`src/rtl/mixer_nch_pkg.sv`:
```
// Shared definitions for the N-channel mixer: pass sequencing states.
package mixer_nch_pkg;

    typedef enum logic [1:0] {
        IDLE = 2'd0,
        ACC  = 2'd1,
        SAT  = 2'd2
    } mix_state_t;

endpackage

```
`src/rtl/mixer_nch_sigma_delta1.sv`:
```
// First-order sigma-delta modulator: the carry out of a DW-bit error
// accumulator becomes the 1-bit DAC stream.
module sigma_delta1 #(
    parameter int DW = 10
) (
    input  logic          clk28,
    input  logic          rst,
    input  logic [DW-1:0] level,
    output logic          dac
);

    logic [DW-1:0] err;
    logic [DW:0]   sum;

    assign sum = {1'b0, err} + {1'b0, level};

    always_ff @(posedge clk28 or posedge rst) begin
        if (rst) begin
            err <= '0;
            dac <= 1'b0;
        end else begin
            err <= sum[DW-1:0];
            dac <= sum[DW];
        end
    end

endmodule

```
`src/rtl/mixer_nch.sv`:
```
// N-channel volume mixer: one time-shared multiplier per side accumulates a
// snapshot of all channels, saturates to a DAC level and feeds a modulator.
module mixer_nch
    import mixer_nch_pkg::*;
#(
    parameter int NCH   = 6,
    parameter int IW    = 8,
    parameter int VW    = 4,
    parameter int DW    = 10,
    parameter int SHIFT = 3
) (
    input  logic              clk28,
    input  logic              rst,
    input  logic              sample_stb,
    input  logic [NCH*IW-1:0] ch_data,
    input  logic [NCH*VW-1:0] ch_vol_l,
    input  logic [NCH*VW-1:0] ch_vol_r,
    input  logic [NCH-1:0]    ch_mute,
    output logic              dac_l,
    output logic              dac_r,
    output logic              busy,
    output logic              clip_l,
    output logic              clip_r,
    output logic              overrun
);

    localparam int IXW  = $clog2(NCH);
    localparam int PW   = IW + VW;
    localparam int ACCW = IW + VW + IXW;
    localparam int CW   = (ACCW > DW) ? ACCW : DW;

    mix_state_t state, nxt;

    logic [IXW-1:0]           idx;
    logic [NCH-1:0][IW-1:0]   data_q;
    logic [NCH-1:0][VW-1:0]   vol_l_q;
    logic [NCH-1:0][VW-1:0]   vol_r_q;
    logic [NCH-1:0]           mute_q;
    logic [ACCW-1:0]          acc_l, acc_r;
    logic [DW-1:0]            level_l, level_r;

    logic [PW-1:0] prod_l, prod_r;
    logic [CW-1:0] sh_l, sh_r;
    logic          over_l, over_r;
    logic          last_ch;

    // Single shared multiplier per side, steered by the channel index
    assign prod_l = mute_q[idx] ? '0 : PW'(data_q[idx]) * PW'(vol_l_q[idx]);
    assign prod_r = mute_q[idx] ? '0 : PW'(data_q[idx]) * PW'(vol_r_q[idx]);

    assign sh_l   = CW'(acc_l) >> SHIFT;
    assign sh_r   = CW'(acc_r) >> SHIFT;
    assign over_l = sh_l > CW'({DW{1'b1}});
    assign over_r = sh_r > CW'({DW{1'b1}});

    assign last_ch = (idx == IXW'(NCH - 1));

    always_ff @(posedge clk28 or posedge rst) begin
        if (rst) state <= IDLE;
        else     state <= nxt;
    end

    always_comb begin
        nxt     = state;
        busy    = 1'b0;
        clip_l  = 1'b0;
        clip_r  = 1'b0;
        case (state)
            IDLE: if (sample_stb) nxt = ACC;
            ACC: begin
                busy = 1'b1;
                if (last_ch) nxt = SAT;
            end
            SAT: begin
                busy   = 1'b1;
                clip_l = over_l;
                clip_r = over_r;
                nxt    = IDLE;
            end
            default: nxt = IDLE;
        endcase
        overrun = busy & sample_stb;
    end

    always_ff @(posedge clk28 or posedge rst) begin
        if (rst) begin
            idx     <= '0;
            data_q  <= '0;
            vol_l_q <= '0;
            vol_r_q <= '0;
            mute_q  <= '0;
            acc_l   <= '0;
            acc_r   <= '0;
            level_l <= '0;
            level_r <= '0;
        end else begin
            case (state)
                IDLE: if (sample_stb) begin
                    data_q  <= ch_data;
                    vol_l_q <= ch_vol_l;
                    vol_r_q <= ch_vol_r;
                    mute_q  <= ch_mute;
                    acc_l   <= '0;
                    acc_r   <= '0;
                    idx     <= '0;
                end
                ACC: begin
                    acc_l <= acc_l + ACCW'(prod_l);
                    acc_r <= acc_r + ACCW'(prod_r);
                    idx   <= idx + IXW'(1);
                end
                SAT: begin
                    level_l <= over_l ? {DW{1'b1}} : sh_l[DW-1:0];
                    level_r <= over_r ? {DW{1'b1}} : sh_r[DW-1:0];
                end
                default: ;
            endcase
        end
    end

    sigma_delta1 #(.DW(DW)) u_sd_l (
        .clk28 (clk28),
        .rst   (rst),
        .level (level_l),
        .dac   (dac_l)
    );

    sigma_delta1 #(.DW(DW)) u_sd_r (
        .clk28 (clk28),
        .rst   (rst),
        .level (level_r),
        .dac   (dac_r)
    );

endmodule
```
`config.mk`:
```
export PLATFORM = sky130hd
export DESIGN_NAME = mixer_nch
export DESIGN_NICKNAME = d
export VERILOG_FILES = /design/src/rtl/mixer_nch_pkg.sv /design/src/rtl/mixer_nch_sigma_delta1.sv /design/src/rtl/mixer_nch.sv
export SDC_FILE = /design/constraint.sdc
export NUM_CORES = 1
export LEC_CHECK = 0
export BUFFER_PORTS_ARGS = -buffer_cell sky130_fd_sc_hd__buf_2
export CORE_MARGIN = 2
export CORE_UTILIZATION = 60
export DETAILED_ROUTE_END_ITERATION = 12
export HOLD_SLACK_MARGIN = 0.08
export PLACE_DENSITY = 0.9
export SETUP_SLACK_MARGIN = 0.05
export SYNTH_ARGS = -nofsm -noshare
export SYNTH_HDL_FRONTEND = slang
export SYNTH_SLANG_ARGS = --single-unit
```
`constraint.sdc`:
```
create_clock -name clk28 -period 7.8 [get_ports clk28]
set_clock_uncertainty 0.1 [all_clocks]
set_input_delay 1.95 -clock clk28 [delete_from_list [all_inputs] [get_ports clk28]]
set_output_delay 1.95 -clock clk28 [all_outputs]
set_load 0.005 [all_outputs]
```
# Word level (Yosys, flattened, before mapping)
# Index checks and enable logic that the tools add are counted.
[word_totals]
output_inout_bits = 6
ff_bits = 179
inputBits = 105
[classes]
mux = 23
reduce_logical = 6
bitwise_logic = 1
n_eq_ne = 5
n_addsub = 5
n_lt_le_gt_ge = 3
multipliers = 2
[ops]
columns = ["op", "n"]
rows = [
  ["15-bit one-hot mux with 2 select lines", 2],
  ["15-bit by 12-bit adder with 15-bit output", 2],
  ["4-bit binary-select mux with 3-bit select", 2],
  ["8-bit binary-select mux with 3-bit select", 1],
  ["12-bit by 10-bit greater-than comparator with 1-bit output, second input constant", 2],
  ["8-bit by 4-bit multiplier with 12-bit output", 2],
  ["12-bit two-way mux", 2],
  ["10-bit by 10-bit adder with 11-bit output", 2],
  ["10-bit two-way mux", 2],
  ["15-bit two-way mux", 1],
  ["4-bit two-way mux", 2],
  ["8-bit two-way mux", 1],
  ["3-bit one-hot mux with 2 select lines", 1],
  ["2-bit AND reduction", 3],
  ["3-bit by 4-bit < comparator with 1-bit output, second input constant", 1],
  ["1-bit two-way mux", 4],
  ["2-bit two-way mux", 2],
  ["2-bit inequality test, second input constant", 2],
  ["2-bit one-hot mux with 2 select lines", 1],
  ["3-bit by 1-bit adder with 3-bit output, second input constant", 1],
  ["1-bit binary-select mux with 3-bit select", 1],
  ["3-bit == test, second input constant", 1],
  ["3-bit two-way mux", 1],
  ["2-bit by 1-bit == test with 1-bit output, second input constant", 1],
  ["other kinds (5)", 5],
]

# Depth between registers and ports, before layout
[logic_depth]
word_depth = 6
ltp_mapped = 23
ltp_nobuf = 20

# Cells and area by module
# A second synthesis with hierarchy kept.
[hier_totals]
cells_unflattened = 998
hier_area_um2 = 10978.0
[by_module_without_submodules]
columns = ["mod", "cells_per_inst", "seq_area_each_um2", "n_inst", "area_per_inst_um2"]
rows = [
  ["mixer_nch", 862, 3928.8, 1, 9531.6],
  ["sigma_delta1", 68, 275.3, 2, 723.2],
]

# Worst setup path after synthesis
# OpenSTA, ideal clock, no wires.
[synth_timing]
kind = "register to register"
startpoint = "reg idx[0]"
endpoint = "reg acc_l[14]"
arrival_ns = 5.250
setup_ns = 0.078
setup_slack_ns = 2.372
t_required_ns = 7.622
period_less_slack_ns = 5.428
stages_incl_launch_ff = 22
n_path_buf = 2
cell_sequence = "dfrtp_1 > buf_6 > buf_6 > mux4_2 > a22oi_4 > nor2_1 > fa_1 > inv_1 > fa_1 > inv_1 > ha_1 > a21o_1 > a21oi_1 > o21ai_0 > xnor2_1 > nor2_4 > ha_1 > o21a_2 > o211ai_1 > and2_4 > or4_1 > a21oi_1"
[synth_between]
elab_chain_len = 6
word_cells_on_any_way = 10
classes_between = "add/sub (1); mul (1); mux (8)"
[synth_lines]
columns = ["item", "line_no", "source"]
rows = [
  ["start: declaration", "mixer_nch.sv:34", "logic [IXW-1:0] idx;"],
  ["start signal: assignment", "mixer_nch.sv:110", "idx <= idx + IXW'(1);"],
  ["8-bit binary-select mux with 3-bit select or 4-bit binary-select mux with 3-bit select (tied branches)", "mixer_nch.sv:48", "assign prod_l = mute_q[idx] ? '0 : PW'(data_q[idx]) * PW'(vol_l_q[idx]);"],
  ["8-bit two-way mux (implied by the code) or 4-bit two-way mux (tied branches)", "mixer_nch.sv:48", ""],
  ["8-bit by 4-bit multiplier with 12-bit output", "mixer_nch.sv:48", ""],
  ["12-bit two-way mux (*)", "mixer_nch.sv:48", ""],
  ["15-bit by 12-bit adder with 15-bit output (*)", "mixer_nch.sv:108", "acc_l <= acc_l + ACCW'(prod_l);"],
  ["15-bit one-hot mux with 2 select lines (*)", "mixer_nch.sv:97", "case (state)"],
  ["end signal: assignment", "mixer_nch.sv:108", ""],
  ["end: declaration", "mixer_nch.sv:39", "logic [ACCW-1:0] acc_l, acc_r;"],
]
# Mark *: on every way between the ends. The rest lies on a longest branch, timed or not. The select of a mux whose other input is x is not followed.
# A chain may end at the register's enable or synchronous reset.

# Final worst setup path
[layout_timing]
startpoint = "reg idx[0]"
endpoint = "reg acc_r[12]"
[layout_between]
elab_chain_len = 6
word_cells_on_any_way = 10
classes_between = "add/sub (1); mul (1); mux (8)"
[layout_lines]
columns = ["item", "line_no", "source"]
rows = [
  ["8-bit binary-select mux with 3-bit select or 4-bit binary-select mux with 3-bit select (tied branches)", "mixer_nch.sv:49", "assign prod_r = mute_q[idx] ? '0 : PW'(data_q[idx]) * PW'(vol_r_q[idx]);"],
  ["8-bit two-way mux (implied by the code) or 4-bit two-way mux (tied branches)", "mixer_nch.sv:49", ""],
  ["8-bit by 4-bit multiplier with 12-bit output", "mixer_nch.sv:49", ""],
  ["12-bit two-way mux (*)", "mixer_nch.sv:49", ""],
  ["15-bit by 12-bit adder with 15-bit output (*)", "mixer_nch.sv:109", "acc_r <= acc_r + ACCW'(prod_r);"],
  ["15-bit one-hot mux with 2 select lines (*)", "mixer_nch.sv:97", ""],
  ["end signal: assignment", "mixer_nch.sv:109", ""],
  ["end: declaration", "mixer_nch.sv:39", ""],
]
# Marks and branches as above.

==> flow_summary_export.csv <==
group,metric,value,unit
run_status,outcome,"complete, no violations",
job,drv_cap,0,
clock_tree,postCtsResizedCells,0,
drt,vias_per_cell,6.10,
worst_setup_path,arrival,6.69,ns
placed_design,port_buffers,110,
global_routing,grt_pass1_vias,8680,
clock_tree,clock_path_buffers,2,
global_routing,grt_pass1_wl,41900,um
clock_tree,path_clk_slew,0.07,ns
synth,synth_cell_type_count,63,
placed_design,place.gp.congestion,0.933,
clock_tree,clock-sinks,179,
synth,synth_edf_count,0,
synth,synth_warnings,0,
sta,hold_viol_final,0,
synth,synth_nets,1215,
clock_tree,h-tree-depth,4,
sta,finalSetupTns,0,ns
finish,layout-drive-gt1-share,0.286,
drt,drt_first_iter_violations,572,
die,placementRows,50,
synth,seq_area_frac_synth,0.396,
finish,syn_to_final_growth,11.7,%
global_routing,grt_use_total,0.264,
sta,fmax,0.154,GHz
sta,min_period_over_period,0.834,
synth,synth_most_common_cell,"dfrtp_1",
synth,ys.flop_type,"dfrtp_1",
sta,grt_setup_unrepaired,"no",
drt,ant_nets,0,
clock_tree,cts_tree,"done",
worst_setup_path,required,7.99,ns
placed_design,dp.final_hpwl,18200,um
clock_tree,clk_latency,0.44,ns
global_routing,grt_overflow,0,
global_routing,antenna_found_initial,0,
synth,yosys.area.top_type_share,0.396,
die,initial_utilization,0.609,
synth,synthArstFlopShare,1.00,
min_path,hold_class,"reg -> reg",
drt,drt-total-wl,25300,um
finish,diodes,0,
die,die-area,20000,sq um
die,ios,111,
worst_setup_path,worstPathMaxFanout,23,
global_routing,grt_max_degree,109,
finish,fin_nets,1319,
worst_setup_path,worst-setup-path-type,"reg -> reg",
worst_setup_path,cp-start-kind,"flip-flop",
synth,synth_area_leaders,"dfrtp_1 40%, mux2_2 12%, ha_1 9.0%",
drt,vias,8246,
clock_tree,postCtsSetupBuffers,0,
synth,postSynthCellCount,1001,
synth,synth-seq-cells,179,
clock_tree,cts_buffers,17,
worst_setup_path,cp-end-kind,"flip-flop",
die,coreArea,18600,sq um
finish,multiInputGateArea,6450,sq um
sta,final_max_slew_viol_count,0,
sta,tightest_slew,1.17,ns
die,die_w,141,um
synth,synth.avg_cell_area,11.3,sq um
finish,fillers,1245,
sta,setup_viol,0,
synth,post_synth_instance_area,11300,sq um
drt,wire_per_inst,18.7,um
die,die_y,141,um
sta,slew_headroom,0.219,
synth,synth_common_cells,"179 x dfrtp_1, 120 x mux2_2, 81 x ha_1",
sta,layout_min_cycle_time,6.51,ns
drt,firstDrtPassIters,7,
clock_tree,cts.root.buffer_cell,"clkbuf_16",
drt,drc_errors,0,
finish,regArea,4480,sq um
clock_tree,postCtsHoldBufs,0,
synth,netlist.top_cell.by_area,"dfrtp_1",
==> placed cells by master (no fill, tap or decap), types with 4 or more instances in the layout <==
cell,n
dfrtp_1,178
a22oi_2,6
nor2_4,11
xnor2_1,30
nor2_1,80
nand2b_1,16
inv_1,58
o31ai_1,7
o22a_1,20
ha_1,81
inv_8,4
nand2_1,42
o21a_1,7
or2_1,14
o211ai_1,9
inv_6,5
o21ai_0,45
a22oi_4,10
and2_1,9
buf_4,6
or3_1,7
or4_1,5
clkbuf_16,17
and3_1,4
a211oi_1,4
nor3b_1,4
xor2_1,9
o21bai_1,4
nand3_1,24
fa_1,28
a31oi_1,6
a22o_1,5
a21o_1,8
nor3_1,5
a21oi_1,50
mux4_2,17
mux2_2,120
buf_2,110
nor2b_1,6
==> metrics by stage <==
stage                     instances  setup WS, ns   util  hold slack [ns]  cell area [sq um]
after detailed placement       1320          1.45  0.648            0.361              12000
after floorplan                1001         0.891      -            0.343              11300
final                          1352          1.29  0.680            0.373              12600
after global routing           1352         0.949  0.680            0.407              12600
after CTS                      1352          1.34  0.680            0.378              12600
after global placement         1320          1.70  0.648            0.354              12000
==> worst paths after layout <==
check / from / endpoint / slack [ns] / cells past startpoint
hold / removal: u_sd_r.err[0]$_DFF_PP0_ / u_sd_r.err[0]$_DFF_PP0_ / 0.37 / 1
hold reg to reg: u_sd_r.err[0]$_DFF_PP0_ / u_sd_r.err[0]$_DFF_PP0_ / 0.37 / 1
min in group asynchronous: rst / vol_r_q[7]$_DFFE_PP0P_ / 1.60 / 2
setup / recovery: idx[0]$_DFFE_PP0P_ / acc_r[12]$_DFFE_PP0P_ / 1.29 / 20
setup reg to reg: idx[0]$_DFFE_PP0P_ / acc_r[12]$_DFFE_PP0P_ / 1.29 / 20
max in group asynchronous: rst / u_sd_l.err[4]$_DFF_PP0_ / 4.57 / 3
==> metal layers <==
| layer | up-vias | track usage | part of all wire |
|---|---|---|---|
| li1 | 3817 | - | - |
| met1 | 4102 | 0.316 | 0.40 |
| met2 | 264 | 0.465 | 0.51 |
| met3 | 63 | 0.0641 | 0.060 |
| met4 | 0 | 0.0979 | 0.027 |
| met5 | - | 0 | 0 |
==> flip-flops by register name (all words and copies together), names as in the netlist <==
signal and flops:
acc_l 15, acc_r 15, data_q 48, idx 3
level_l 10, level_r 10, mute_q 6, state 2
u_sd_l.dac 1, u_sd_l.err 10, u_sd_r.dac 1, u_sd_r.err 10
vol_l_q 24, vol_r_q 24
==> critical path: stages (launching register included) <==
cell and delay [ns]:
dfrtp_2 0.82, buf_4 0.38, mux4_2 0.57, a22oi_4 0.34, nor2_1 0.11, fa_1 0.52, inv_1 0.06, fa_1 0.53
inv_1 0.04, ha_1 0.34, nand3_1 0.10, o2111ai_1 0.22, o31ai_1 0.36, xor2_1 0.30, nor2_4 0.04, ha_1 0.38
a21oi_2 0.31, a31oi_1 0.15, a211oi_1 0.41, or3_1 0.19, a21oi_1 0.07
==> logic make-up after synthesis <==
| kind of cell | share of synthesized area |
|---|---|
| AND/OR/NAND/NOR | 0.111 |
| buffers and inverters | 0.0354 |
| multiplexers | 0.156 |
| flip-flops | 0.396 |
| adder cells (fa/ha/maj) | 0.139 |
| AO/OA/AOI/OAI | 0.133 |
| XOR/XNOR | 0.0302 |
==> area by class of cell <==
cell class | instances | share of cell area
Clock buffer | 18 | 0.0347
Clock inverter | 14 | 0.0126
Inverter | 59 | 0.0179
Multi-Input combinational cell | 732 | 0.510
Sequential cell | 179 | 0.354
Tap cell | 234 | 0.0232
Timing Repair Buffer | 116 | 0.0471
Power is left out: the tool's default activity adds up to more than one toggle a clock period on the data nets, which glitch-free logic cannot reach.
